### src/rtl/repne_cmps_sequencer.sv
// ---------------------------------------------------------------------------
// repne_cmps_sequencer
//
// Micro-sequencer for REPNE CMPS. Each iteration issues an ESI (FIRST) uop and
// an EDI (SECOND) uop, then waits for the compare result from writeback. After
// each result it decrements ECX and stops when ECX reaches zero or ZF is set.
// Decode is stalled (BUSY) while an iteration sequence is active.
//
// Ports
//   CLK, RST            clock, synchronous active-high reset
//   START               decode presents REPNE CMPS (sampled only in IDLE)
//   ECX_INIT            initial ECX count
//   MEM_SIZE            00 byte, 01 word, 10/11 dword
//   EFLAGS_DF           direction flag captured at START
//   STALL               downstream stall, holds the presented uop
//   FLUSH               aborts any active sequence
//   CMP_DONE_V, CMP_ZF  compare result from writeback (used only in WAIT)
//   UOP_V               a CMPS uop is presented
//   CS_IS_CMPS_FIRST    presented uop is the ESI uop
//   CS_IS_CMPS_SECOND   presented uop is the EDI uop
//   CS_REPNE_STEADY     iteration 2 or later (AG uses saved pointers + step)
//   STEP_OUT            signed pointer step (+/-1, 2 or 4)
//   ECX_WR, ECX_OUT     registered one-cycle ECX writeback
//   BUSY                sequence active (FIRST, SECOND, WAIT)
//   DONE                one-cycle completion pulse (FIN)
//   dbg_state           current FSM state for observation
//
// Uop handshake: a uop is offered while UOP_V=1 and is accepted on a clock
// edge where STALL=0 (STALL acts as the inverted ready). While STALL=1 the
// uop and all its flags stay unchanged.
// ---------------------------------------------------------------------------
module repne_cmps_sequencer #(
    parameter int CNT_W = 32
) (
    input  logic             CLK,
    input  logic             RST,
    input  logic             START,
    input  logic [CNT_W-1:0] ECX_INIT,
    input  logic [1:0]       MEM_SIZE,
    input  logic             EFLAGS_DF,
    input  logic             STALL,
    input  logic             FLUSH,
    input  logic             CMP_DONE_V,
    input  logic             CMP_ZF,
    output logic             UOP_V,
    output logic             CS_IS_CMPS_FIRST,
    output logic             CS_IS_CMPS_SECOND,
    output logic             CS_REPNE_STEADY,
    output logic [31:0]      STEP_OUT,
    output logic             ECX_WR,
    output logic [CNT_W-1:0] ECX_OUT,
    output logic             BUSY,
    output logic             DONE,
    output logic [2:0]       dbg_state
);

    typedef enum logic [2:0] {
        S_IDLE   = 3'd0,
        S_FIRST  = 3'd1,
        S_SECOND = 3'd2,
        S_WAIT   = 3'd3,
        S_FIN    = 3'd4
    } state_t;

    state_t           state;
    state_t           state_next;
    logic [CNT_W-1:0] ecx;
    logic [CNT_W-1:0] ecx_dec;
    logic             steady;
    logic             last_iter;
    logic [31:0]      step_mag;
    logic [31:0]      step_sel;

    assign ecx_dec   = ecx - CNT_W'(1);
    // Iteration ends the loop when the decremented count hits zero or the
    // compare found equality.
    assign last_iter = (ecx_dec == '0) || CMP_ZF;

    always_comb begin
        step_mag = 32'd4;
        case (MEM_SIZE)
            2'b00:   step_mag = 32'd1;
            2'b01:   step_mag = 32'd2;
            default: step_mag = 32'd4;
        endcase
        step_sel = EFLAGS_DF ? (32'd0 - step_mag) : step_mag;
    end

    // State register
    always_ff @(posedge CLK) begin
        if (RST) begin
            state <= S_IDLE;
        end else begin
            state <= state_next;
        end
    end

    // Next-state logic
    always_comb begin
        state_next = state;
        if (FLUSH && (state != S_IDLE)) begin
            state_next = S_IDLE;
        end else begin
            case (state)
                S_IDLE: begin
                    if (START) begin
                        state_next = (ECX_INIT == '0) ? S_FIN : S_FIRST;
                    end
                end
                S_FIRST: begin
                    if (!STALL) state_next = S_SECOND;
                end
                S_SECOND: begin
                    if (!STALL) state_next = S_WAIT;
                end
                S_WAIT: begin
                    if (CMP_DONE_V) begin
                        state_next = last_iter ? S_FIN : S_FIRST;
                    end
                end
                S_FIN:   state_next = S_IDLE;
                default: state_next = S_IDLE;
            endcase
        end
    end

    // Moore outputs decoded from the registered state
    always_comb begin
        UOP_V             = (state == S_FIRST) || (state == S_SECOND);
        CS_IS_CMPS_FIRST  = (state == S_FIRST);
        CS_IS_CMPS_SECOND = (state == S_SECOND);
        CS_REPNE_STEADY   = steady && ((state == S_FIRST) || (state == S_SECOND));
        BUSY              = (state == S_FIRST) || (state == S_SECOND) || (state == S_WAIT);
        DONE              = (state == S_FIN);
    end

    assign dbg_state = state;

    // Datapath: latched count, pointer step, steady flag, ECX writeback
    always_ff @(posedge CLK) begin
        if (RST) begin
            ecx      <= '0;
            steady   <= 1'b0;
            STEP_OUT <= '0;
            ECX_WR   <= 1'b0;
            ECX_OUT  <= '0;
        end else begin
            ECX_WR <= 1'b0;
            if (FLUSH && (state != S_IDLE)) begin
                // Abort: any compare result arriving now is dropped.
                steady <= 1'b0;
            end else if ((state == S_IDLE) && START) begin
                // Step is captured on every START, even a zero-count one.
                STEP_OUT <= step_sel;
                if (ECX_INIT != '0) begin
                    ecx    <= ECX_INIT;
                    steady <= 1'b0;
                end
            end else if ((state == S_WAIT) && CMP_DONE_V) begin
                ecx     <= ecx_dec;
                ECX_WR  <= 1'b1;
                ECX_OUT <= ecx_dec;
                if (!last_iter) steady <= 1'b1;
            end
        end
    end

endmodule
### config.mk
export PLATFORM = sky130hd
export DESIGN_NAME = repne_cmps_sequencer
export DESIGN_NICKNAME = d
export VERILOG_FILES = /design/src/rtl/repne_cmps_sequencer.sv
export SDC_FILE = /design/constraint.sdc
export NUM_CORES = 1
export LEC_CHECK = 0
export CAP_MARGIN = 40
export CORE_MARGIN = 1
export CORE_UTILIZATION = 50
export DETAILED_ROUTE_END_ITERATION = 8
export PLACE_DENSITY = 0.81
export SYNTH_ARGS = -nofsm -noshare
export SYNTH_HDL_FRONTEND = slang
export SYNTH_SLANG_ARGS = --single-unit
export TNS_END_PERCENT = 100
### constraint.sdc
create_clock -name CLK -period 3.2 [get_ports CLK]
set_input_delay 0.96 -clock CLK [delete_from_list [all_inputs] [get_ports CLK]]
set_output_delay 0.96 -clock CLK [all_outputs]
set_load 0.02 [all_outputs]
==> impl_metrics.py <==
metrics = {
    "outcome": {
        "status": "finished, final reports clean",
    },
    "critical_path": {
        "rr_endpoint": "steady$_SDFFE_PP0P_",
        "endpoint": "CS_REPNE_STEADY",
        "criticalPathCategory": "flop to primary output",
        "r2r-start": "ecx[16]$_SDFFE_PP0P_",
        "arrival_ps": 2090,
        "worstPathMaxFanout": 10,
        "cp-start-kind": "flop",
        "reg2regPathDepth": 7,
        "crit_required_ps": 2240,
        "r2r_slack_ps": 340,
        "cp-startpoint": "dbg_state[2]$_SDFFE_PP0P_",
        "cp-end-kind": "primary output",
    },
    "finish": {
        "drive_gt1_frac": 0.1055,
        "antenna-diode-count": 0,
        "finalNetCount": 694,
        "fin_area_um2": 5791,
        "syn_to_final_growth_pct": 28.20,
        "layout.cells.non_filler": 762,
        "postLayoutCoreUtil": 0.6640,
    },
    "cts": {
        "cts_resized": 0,
        "worstSkewPairLatency_ps": 360,
        "cts_made_buffers": 9,
        "cts_tree": "yes",
        "post_cts_buffers": 0,
        "hold_buffers": 0,
        "htree_levels": 3,
        "cts_buffer_depth": 2,
        "cts-root-buf": "clkbuf_8",
        "cts_sinks": 74,
        "clk_pin_slew_ps": 70,
    },
    "timing": {
        "holdWs_ps": 466.7,
        "setup_slack_ps": 149.6,
        "finalSetupViolCount": 0,
        "max_freq_mhz": 327.8,
        "worst_pin_slew_ps": 714.5,
        "setup-tns-final_ps": 0,
        "finalHoldViolations": 0,
        "slew_headroom": 0.5237,
        "rsz0062_at_grt": "no",
        "finalCriticalPeriod_ps": 3050,
        "fin_crit_sh": 0.9532,
        "finalClockSkew_ps": 11.88,
        "slew_viol_final": 0,
    },
    "grt": {
        "grt_max_degree": 70,
        "grtUsageTotal": 0.2771,
        "antenna_found_initial": 0,
        "grt_pass1_wl_um": 21200,
        "grt_overflow": 0,
        "first_global_vias": 4254,
    },
    "placed_design": {
        "pre_cts_slack_ps": 66.65,
        "placed_area_um2": 5542,
        "hpwl_um": 9425,
        "place.gp.congestion": 0.9378,
        "numPortBuffers": 115,
        "place_inst": 746,
    },
    "synth": {
        "avgSynthCellArea_um2": 7.815,
        "synth_top_area_frac": 0.3280,
        "synth-seq-cells": 74,
        "syn_nets": 623,
        "postSynthCellCount": 578,
        "ys.flop_type": "dfxtp_1",
        "async_flop_share": 0,
        "synth_edf_count": 0,
        "synth_cell_types": 61,
        "synth_area_um2": 4517,
        "synth.yosys.seq_area_share": 0.3280,
        "synth_top_cell_by_area": "dfxtp_1",
        "yosys_warnings": 0,
        "ys_top_cells_by_area": "dfxtp_1 (33%), nor2_1 (8.0%), a211oi_1 (5.7%), buf_4 (4.7%), a21oi_1 (4.4%)",
    },
    "route": {
        "m1WireLength_um": 5652,
        "drt-initial-drc-count": 312,
        "route.met3.wl_um": 925,
        "topRoutingLayerUsed": "met4",
        "routed_wl_um": 13140,
        "avgViaCountPerCell": 5.965,
        "drtAntennaViolNets": 0,
        "post-route-drc-count": 0,
        "drt_pre_antenna_iters": 5,
        "wl_met2_um": 6087,
        "wl_per_cell_um": 17.24,
        "vias": 4545,
    },
    "floorplan": {
        "core_um2": 8721,
        "initial_core_util": 0.5179,
        "die-area_um2": 9418,
        "rows": 34,
        "ios": 116,
        "dieHeight_um": 97.05,
        "die_x_um": 97.05,
    },
    "power": {
        "vdd_drop_max_mv": 0.4267,
        "fin_total_pwr_mw": 5.286,
        "leakagePower_nw": 2.036,
        "powerDensity_nw_per_um2": 912.9,
    },
    "worst_hold_path": {
        "hold_class": "flop to flop",
        "holdPathStages": 1,
    },
    "flow_run": {
        "maxCapViolCount": 0,
    },
}
-- cell usage in the layout, fill, tap and decap left out, types with 3 or more instances in the layout --
cell type | synthesis | layout
o21a_1 | 3 | 3
or2_2 | 4 | 4
buf_4 | 28 | 17
xnor2_1 | 14 | 14
nor3_2 | 3 | 3
o211ai_1 | 9 | 9
or3_1 | 9 | 9
o21ai_0 | 19 | 19
dfxtp_1 | 74 | 73
nor4_4 | 4 | 4
or4_1 | 3 | 3
o31ai_1 | 5 | 5
a22oi_1 | 8 | 8
a2bb2oi_1 | 3 | 3
a31oi_1 | 3 | 3
xor2_1 | 12 | 12
clkbuf_8 | 2 | 9
nand2_1 | 49 | 49
nor3_1 | 22 | 22
nand2b_1 | 3 | 3
nor2_1 | 96 | 95
and2_1 | 5 | 5
clkdlybuf4s50_1 | 0 | 114
nor4_1 | 18 | 18
inv_1 | 4 | 4
ha_1 | 3 | 3
a21oi_1 | 40 | 40
bufinv_16 | 0 | 3
a211o_1 | 4 | 4
nand3_1 | 8 | 8
nand4_1 | 11 | 11
a211oi_1 | 34 | 34
-- worst max-delay path: stages, from the launching register on --
cell and delay, ps:
dfxtp_1 490, nor2_1 100, and2_1 170, or2_2 290, and2_1 150, clkdlybuf4s50_1 530
-- final cells by class --
class	count	area [µm²]
well taps	108	135.1
multi-input cells	426	2596
fillers	748	2930
clock buffers	9	123.9
flip-flops and latches	74	1483
repair buffers	134	1314
inverters	4	15.01
clock inverters	7	123.9
-- sequential cells by signal (all words and copies together), names as in the netlist --
register,flops
ECX_WR,1
steady,1
ecx,32
STEP_OUT,5
ECX_OUT,32
dbg_state,3
-- cell families (layout without fill, tap and decap cells) --
| logic type | Yosys count | count (layout) | synth area share |
|---|---|---|---|
| buf+inv | 78 | 154 | 0.09972 |
| flops | 74 | 74 | 0.3280 |
| mux | 2 | 2 | 0.004432 |
| simple gates | 257 | 257 | 0.3058 |
| xor+xnor | 28 | 28 | 0.05762 |
| fa+ha+maj | 3 | 3 | 0.008311 |
| compound gates | 136 | 136 | 0.1961 |
-- synth_stat cells (all sizes together) (3+ instances only) --
cell	instances
a211o	4
a211oi	34
a21oi	41
a22oi	8
a2bb2oi	3
a31oi	3
and2	6
buf	35
clkbuf	39
dfxtp	74
ha	3
inv	4
nand2	49
nand2b	3
nand3	9
nand4	11
nor2	96
nor3	26
nor4	23
nor4b	3
o211ai	9
o21a	3
o21ai	20
o31ai	5
or2	4
or3	11
or4	5
or4b	3
xnor2	15
xor2	13
-- how the worst min path moves through the flow --
| stage | slack (ps) | startpoint | end |
|---|---|---|---|
| final | 470 | steady$_SDFFE_PP0P_ | steady$_SDFFE_PP0P_ |
| after global routing | 490 | steady$_SDFFE_PP0P_ | steady$_SDFFE_PP0P_ |
| after CTS | 470 | steady$_SDFFE_PP0P_ | steady$_SDFFE_PP0P_ |
| after detailed placement | 450 | steady$_SDFFE_PP0P_ | steady$_SDFFE_PP0P_ |
| after global placement | 450 | steady$_SDFFE_PP0P_ | steady$_SDFFE_PP0P_ |
| after floorplan | 430 | steady$_SDFFE_PP0P_ | steady$_SDFFE_PP0P_ |
-- metal layers --
| layer | up-vias | track usage |
|---|---|---|
| li1 | 2197 | - |
| met1 | 2098 | 0.3526 |
| met2 | 219 | 0.4540 |
| met3 | 31 | 0.04046 |
| met4 | 0 | 0.1447 |
| met5 | - | 0 |
-- power breakdown --
group          switching [mW]  total, mW  internal, mW  leakage (nW)
sequential              0.244       1.30          1.06         0.602
combinational            1.83       3.07          1.24          1.31
clock                   0.393      0.918         0.525         0.120
total                    2.47       5.29          2.82          2.04
Power figures use the tool's default switching activity.
